`src/rtl/trace_pkg.sv`:
```
// Shared types and widths for the commit trace packer.
// Optional feature macro: COMMIT_TRACE_TIMESTAMP_EN (adds a cycle timestamp to every record).
package trace_pkg;

  localparam int unsigned SeqWDefault = 16;
  localparam int unsigned DropCntW    = 16;
`ifdef COMMIT_TRACE_TIMESTAMP_EN
  localparam int unsigned TsW         = 32;
`endif

  typedef struct packed {
    logic [SeqWDefault-1:0] seq;
    logic [63:0]            pc;
    logic [31:0]            instr;
    logic [4:0]             rd;
    logic                   we;
    logic [63:0]            wdata;
    logic                   ex_valid;
    logic [63:0]            ex_cause;
    logic [1:0]             priv;
    logic                   dbg;
`ifdef COMMIT_TRACE_TIMESTAMP_EN
    logic [TsW-1:0]         timestamp;
`endif
  } trace_rec_t;

endpackage

```
`src/rtl/trace_fifo_2w1r.sv`:
```
// Two-write / one-read record FIFO. Writes are compacted: wr_num_i records are taken from
// wr_data0_i then wr_data1_i. Reports occupancy and free space including this cycle's pop.
module trace_fifo_2w1r
  import trace_pkg::*;
#(
  parameter int unsigned DEPTH = 8,
  localparam int unsigned AW = $clog2(DEPTH),
  localparam int unsigned CW = AW + 1
) (
  input  logic          clk_i,
  input  logic          rst_ni,
  input  logic          flush_i,
  input  logic [1:0]    wr_num_i,
  input  trace_rec_t    wr_data0_i,
  input  trace_rec_t    wr_data1_i,
  input  logic          rd_ready_i,
  output trace_rec_t    rd_data_o,
  output logic [CW-1:0] count_o,
  output logic [CW-1:0] free_o
);

  trace_rec_t    mem_q [DEPTH];
  logic [AW-1:0] wptr_q, wptr_d, rptr_q, rptr_d;
  logic [CW-1:0] count_q, count_d;
  logic          not_empty;
  logic          pop;

  assign not_empty = (count_q != '0);
  assign pop       = not_empty & rd_ready_i;
  assign count_o   = count_q;
  assign free_o    = CW'(DEPTH) - count_q + CW'(pop);
  // Head is gated so stale storage never shows when empty (storage itself has no reset).
  assign rd_data_o = not_empty ? mem_q[rptr_q] : '0;

  // Next-state pointers and occupancy; flush wins over everything.
  always_comb begin
    wptr_d  = wptr_q;
    rptr_d  = rptr_q;
    count_d = count_q;
    if (flush_i) begin
      wptr_d  = '0;
      rptr_d  = '0;
      count_d = '0;
    end else begin
      wptr_d  = wptr_q + AW'(wr_num_i);
      rptr_d  = rptr_q + AW'(pop);
      count_d = count_q + CW'(wr_num_i) - CW'(pop);
    end
  end

  // Pointer and count state.
  always_ff @(posedge clk_i or negedge rst_ni) begin
    if (!rst_ni) begin
      wptr_q  <= '0;
      rptr_q  <= '0;
      count_q <= '0;
    end else begin
      wptr_q  <= wptr_d;
      rptr_q  <= rptr_d;
      count_q <= count_d;
    end
  end

  // Record storage writes.
  always_ff @(posedge clk_i) begin
    if (!flush_i && (wr_num_i != 2'd0)) mem_q[wptr_q] <= wr_data0_i;
    if (!flush_i && (wr_num_i == 2'd2)) mem_q[wptr_q + AW'(1)] <= wr_data1_i;
  end

endmodule

```
`src/rtl/commit_trace_packer.sv`:
```
// Commit-side trace producer: tags up to two retiring instructions per cycle with a sequence
// number and context, buffers them and streams one record per cycle. Records that do not fit
// are dropped and counted. Optional macro COMMIT_TRACE_TIMESTAMP_EN adds a cycle timestamp.
module commit_trace_packer
  import trace_pkg::*;
#(
  parameter int unsigned DEPTH = 8,
  parameter int unsigned SEQ_W = SeqWDefault
) (
  input  logic                clk_i,
  input  logic                rst_ni,
  input  logic                flush_i,
  input  logic [1:0]          commit_ack_i,
  input  logic [1:0][63:0]    commit_pc_i,
  input  logic [1:0][31:0]    commit_instr_i,
  input  logic [1:0][4:0]     commit_rd_i,
  input  logic [1:0]          commit_we_i,
  input  logic [1:0][63:0]    commit_wdata_i,
  input  logic [1:0]          commit_ex_valid_i,
  input  logic [1:0][63:0]    commit_ex_cause_i,
  input  logic [1:0]          priv_lvl_i,
  input  logic                debug_mode_i,
  output logic                trace_valid_o,
  input  logic                trace_ready_i,
  output trace_rec_t          trace_data_o,
  output logic [DropCntW-1:0] drop_cnt_o,
  output logic                overflow_o
);

  localparam int unsigned CW = $clog2(DEPTH) + 1;

  logic [CW-1:0]       fifo_free, fifo_count;
  logic [SEQ_W-1:0]    seq_q, seq_d;
  logic [SEQ_W-1:0]    port_seq [2];
  logic [DropCntW-1:0] drop_cnt_q, drop_cnt_d;
  logic [DropCntW:0]   drop_sum;
  logic                overflow_q, overflow_d;
  logic [1:0]          n_ack, n_push, n_drop;
  trace_rec_t          rec [2];
  trace_rec_t          slot0;

`ifdef COMMIT_TRACE_TIMESTAMP_EN
  logic [TsW-1:0] ts_q;

  // Free-running cycle counter sampled into every record pushed this cycle.
  always_ff @(posedge clk_i or negedge rst_ni) begin
    if (!rst_ni) ts_q <= '0;
    else         ts_q <= ts_q + TsW'(1);
  end
`endif

  assign n_ack       = {1'b0, commit_ack_i[0]} + {1'b0, commit_ack_i[1]};
  assign port_seq[0] = seq_q;
  assign port_seq[1] = seq_q + SEQ_W'(commit_ack_i[0]);

  // Build one record per port; port 1 takes the next seq only if port 0 also retired.
  always_comb begin
    for (int p = 0; p < 2; p++) begin
      rec[p]          = '0;
      rec[p].seq      = SeqWDefault'(port_seq[p]);
      rec[p].pc       = commit_pc_i[p];
      rec[p].instr    = commit_instr_i[p];
      rec[p].rd       = commit_rd_i[p];
      rec[p].we       = commit_we_i[p];
      rec[p].wdata    = commit_wdata_i[p];
      rec[p].ex_valid = commit_ex_valid_i[p];
      rec[p].ex_cause = commit_ex_cause_i[p];
      rec[p].priv     = priv_lvl_i;
      rec[p].dbg      = debug_mode_i;
`ifdef COMMIT_TRACE_TIMESTAMP_EN
      rec[p].timestamp = ts_q;
`endif
    end
  end

  // A lone port-1 ack goes into the first write slot.
  assign slot0 = commit_ack_i[0] ? rec[0] : rec[1];

  // Admission: oldest records win the available space; flushed pushes are not drops.
  always_comb begin
    n_push = '0;
    n_drop = '0;
    if (!flush_i) begin
      if (fifo_free >= CW'(n_ack)) n_push = n_ack;
      else                         n_push = fifo_free[1:0];
      n_drop = n_ack - n_push;
    end
    seq_d      = seq_q + SEQ_W'(n_ack);
    drop_sum   = {1'b0, drop_cnt_q} + (DropCntW + 1)'(n_drop);
    drop_cnt_d = drop_sum[DropCntW] ? '1 : drop_sum[DropCntW-1:0];
    overflow_d = overflow_q | (n_drop != 2'd0);
  end

  // Sequence, drop counter and sticky overflow; flush leaves them running.
  always_ff @(posedge clk_i or negedge rst_ni) begin
    if (!rst_ni) begin
      seq_q      <= '0;
      drop_cnt_q <= '0;
      overflow_q <= 1'b0;
    end else begin
      seq_q      <= seq_d;
      drop_cnt_q <= drop_cnt_d;
      overflow_q <= overflow_d;
    end
  end

  trace_fifo_2w1r #(
    .DEPTH (DEPTH)
  ) u_fifo (
    .clk_i      (clk_i),
    .rst_ni     (rst_ni),
    .flush_i    (flush_i),
    .wr_num_i   (n_push),
    .wr_data0_i (slot0),
    .wr_data1_i (rec[1]),
    .rd_ready_i (trace_ready_i),
    .rd_data_o  (trace_data_o),
    .count_o    (fifo_count),
    .free_o     (fifo_free)
  );

  assign trace_valid_o = (fifo_count != '0);
  assign drop_cnt_o    = drop_cnt_q;
  assign overflow_o    = overflow_q;

endmodule
```
`config.mk`:
```
export PLATFORM = sky130hd
export DESIGN_NAME = commit_trace_packer
export DESIGN_NICKNAME = d
export VERILOG_FILES = /design/src/rtl/trace_pkg.sv /design/src/rtl/trace_fifo_2w1r.sv /design/src/rtl/commit_trace_packer.sv
export SDC_FILE = /design/constraint.sdc
export NUM_CORES = 2
export LEC_CHECK = 0
export CAP_MARGIN = 20
export CORE_MARGIN = 2
export CORE_UTILIZATION = 45
export DETAILED_ROUTE_END_ITERATION = 7
export SLEW_MARGIN = 30
export SYNTH_ARGS = -nofsm -noshare
export SYNTH_HDL_FRONTEND = slang
export SYNTH_SLANG_ARGS = --single-unit
export TNS_END_PERCENT = 10
```
`constraint.sdc`:
```
create_clock -name clk_i -period 32.6 [get_ports clk_i]
set_input_delay 6.52 -clock clk_i [delete_from_list [all_inputs] [get_ports clk_i]]
set_output_delay 6.52 -clock clk_i [all_outputs]
set_load 0.1 [all_outputs]
```
==> flow_summary.ini <==
[layout]
final_cell_area_um2 = 125300
drive_gt1_share_pct = 43.42
fillCellCount = 19851
final_util_pct = 51.58
nets = 7141
stdcell_count = 10055
area_growth_pct = 14.18

[clocking]
clock_sinks = 2043
cts.repair.resized = 0
hold_buffers = 0
numCtsBuffers = 224
clk_latency_ns = 0.87
clockRootBuffer = clkbuf_16
clock_path_buffers = 3
htreeDepth = 4
clk_pin_slew_ns = 0.06
cts_setup_buffers = 0
cts_tree = done

[worst_setup_path]
endpoint_kind = output pin
critPathArrivalTime_ns = 6.75
path_class = flip-flop to output pin
regToRegSetupSlack_ns = 24.81
crit_fanout = 56
worst-endpoint-required_ns = 26.08
cp-start-kind = flip-flop

[sta]
setup_viol = 0
max_slew_margin_pct = 29.86
fmax_ghz = 0.07534
finalMaxSlewViolations = 0
worst_pin_slew_ns = 1.046
skew_ns = 0.03851
finalCritPeriodShare_pct = 40.71
period_minus_slack_ns = 13.27
holdWs_ns = 0.4931
hold_violations = 0
grt_setup_unrepaired = no
totalNegativeSetupSlack_ns = 0

[placed_design]
post-dp-hpwl_um = 182200
numPortBuffers = 738
place_area_um2 = 118300
dp.cells = 9616
gp_congestion = 0.7839

[global_route]
overflow = 0
grt_pass1_vias = 63496
grt_pass1_wl_um = 456800
grtUsageTotal_pct = 25.11
antenna_found_initial = 60
grt_max_degree = 104

[die]
die_x_um = 497.9
dieArea_um2 = 247900
core_um2 = 243000
rows = 181
fp.dieH_um = 497.9
io_pins = 739
initial_core_util_pct = 45.17

[synth]
synth_top_cell_by_area = edfxtp_1
synth_mux_area_share_pct = 37.59
synth.distinct_cells = 57
synth_top_family_by_area = multiplexers
synthTopCellsByArea = edfxtp_1 55%, mux2_4 12%, mux2_2 11%
synth_top_area_share_pct = 54.71
avgSynthCellArea_um2 = 18.29
synth_cells = 6000
synth_compound_area_share_pct = 0.6600
synthAdderAreaFrac_pct = 0.3351
ys_warn_count = 0
synth_flop_cell = edfxtp_1
synth_simple_gate_area_share_pct = 1.620
synth_seq_area_share_pct = 55.69
yosys.area_share.xor_xnor_pct = 0.3978
synthesis.nets = 6498
synth_seq_cells = 2043
synth_area_um2 = 109800
synth_edf_count = 2000
async_flop_share_pct = 2.105

[routing]
vias_per_cell = 6.005
wl_per_cell_um = 31.60
dr.pass1.iters = 6
initialDrtViolationCount = 5536
ant_nets = 0
wl_um = 317700
vias = 60384
drcViolationCount = 0

[pwr]
p_leak_nw = 41.68
power.switching_w = 0.004105
p_sw_share_pct = 41.10
p_per_area_nw_per_um2 = 79.68
power_frac_clock_pct = 24.6
p_int_w = 0.005882
peakVddDrop_mv = 0.1074
power_frac_comb_pct = 42.3
power_frac_seq_pct = 33.1

[run_status]
status = finished clean

[flow_run]
drv_cap = 0

[worst_hold_path]
worst_hold_path_type = flip-flop to flip-flop
-- stage by stage --
stage / total power [W] / setup slack [ns]
floorplan: 0.006559 / -2.147
global placement: 0.007602 / 19.23
detailed placement: 0.007602 / 19.43
CTS: 0.01006 / 18.53
global route: 0.01031 / 18.86
finish: 0.009987 / 19.33
-- synthesized netlist by cell type (2+ instances only) --
| master | n |
|---|---|
| buf_12 | 88 |
| nand2b_1 | 5 |
| edfxtp_1 | 2000 |
| dfrtp_1 | 43 |
| or2_2 | 5 |
| nor3_1 | 13 |
| nand2_1 | 40 |
| o21ai_0 | 3 |
| o211a_1 | 4 |
| a21o_1 | 3 |
| a41o_1 | 4 |
| and3_1 | 4 |
| a21oi_1 | 10 |
| xnor2_1 | 30 |
| and4_1 | 4 |
| o221ai_1 | 48 |
| buf_1 | 32 |
| o41ai_1 | 2 |
| o21ai_1 | 3 |
| nand4_1 | 15 |
| mux4_2 | 500 |
| or2_1 | 4 |
| mux2_1 | 116 |
| clkbuf_1 | 139 |
| or3_1 | 2 |
| nor3b_1 | 2 |
| mux2_4 | 862 |
| mux2i_1 | 315 |
| nor2_1 | 273 |
| fa_1 | 4 |
| nor4bb_1 | 2 |
| nand3_1 | 25 |
| o21a_1 | 5 |
| a31o_2 | 2 |
| xor2_1 | 18 |
| buf_2 | 82 |
| ha_1 | 23 |
| nor2b_1 | 8 |
| mux2_2 | 1119 |
| a31oi_1 | 2 |
| inv_1 | 24 |
| buf_6 | 102 |
-- worst max-delay path: stages (launching register included) --
cell and delay (ns):
dfrtp_4 0.73, buf_4 0.81, buf_4 0.85, buf_4 0.63
buf_4 0.75, mux4_2 0.34, mux2i_1 0.07, nor2_1 0.33
clkdlybuf4s50_1 1.21
-- sequential cells by signal, indices dropped and copies added, names as in the netlist --
signal	cells
u_fifo.wptr_q	3
seq_q	16
u_fifo.count_o	4
drop_cnt_o	16
u_fifo.rptr_q	3
u_fifo.mem_q	2000
overflow_o	1
-- cells by family (layout without fill, tap and decap cells) --
logic type                 count (synthesis)  in the layout
buffers and inverters                    469           1302
and+or+nand+nor                          411            411
DFF                                     2043           2043
adders and majority gates                 27             27
muxes                                   2912           2912
AOI/OAI and AO/OA                         89             89
xor gates and xnor gates                  49             49
other                                      0             20
-- layout make-up --
cell class | count | area (um2) | share of cell area [%]
Antenna cell | 20 | 50.05 | 0.03993
Clock buffer | 307 | 6002 | 4.789
Clock inverter | 109 | 943.4 | 0.7527
Inverter | 25 | 93.84 | 0.07487
Multi-Input combinational cell | 3488 | 44710 | 35.67
Sequential cell | 2043 | 61140 | 48.79
Tap cell | 3202 | 4006 | 3.197
Timing Repair Buffer | 861 | 8382 | 6.688
-- layer usage --
metal	vias up	part of all wire [%]	GRT usage, %
li1	25544	-	-
met1	32332	44	35.05
met2	2013	48	40.54
met3	449	6.1	4.170
met4	46	2.6	7.128
met5	-	0.090	0
-- worst paths after layout --
| path | start | endpoint | cells past startpoint |
|---|---|---|---|
| worst max-delay path | u_fifo.rptr_q[1] | trace_data_o[166] | 8 |
| worst min-delay path | overflow_o | overflow_o | 1 |
| worst max register to register | u_fifo.count_o[2] | u_fifo.mem_q[3][165] | 17 |
| worst min register to register | overflow_o | overflow_o | 1 |
| max in group asynchronous | rst_ni | u_fifo.rptr_q[0] | 2 |
| min in group asynchronous | rst_ni | drop_cnt_o[15] | 2 |
-- power by group through the flow --
| stage | clock network (W) | registers [W] | logic (W) |
|---|---|---|---|
| after global placement | 0 | 0.00336 | 0.00424 |
| after floorplan | 0 | 0.00345 | 0.00311 |
| after CTS | 0.00250 | 0.00332 | 0.00424 |
| final | 0.00245 | 0.00331 | 0.00422 |
| after detailed placement | 0 | 0.00337 | 0.00423 |
| after global routing | 0.00260 | 0.00333 | 0.00439 |
-- cell usage in the layout, fill, tap and decap left out, types with 5 or more instances in the layout --
cell	count
clkbuf_1	79
nor3_1	10
dfrtp_1	40
nand4_1	15
mux2_2	1119
xnor2_1	30
nand2_1	40
clkinv_2	26
mux4_2	500
buf_6	11
nand3_1	25
edfxtp_1	2000
bufinv_16	14
a21oi_1	10
diode_2	20
clkdlybuf4s50_1	691
inv_1	24
nor2_1	273
xor2_1	18
clkbuf_16	228
ha_1	23
o221ai_1	48
buf_4	94
buf_12	17
or2_2	5
nand2b_1	5
mux2_4	862
mux2_1	116
buf_2	45
mux2i_1	314
nor2b_1	8
clkinv_1	56
Power figures use the tool's default switching activity.
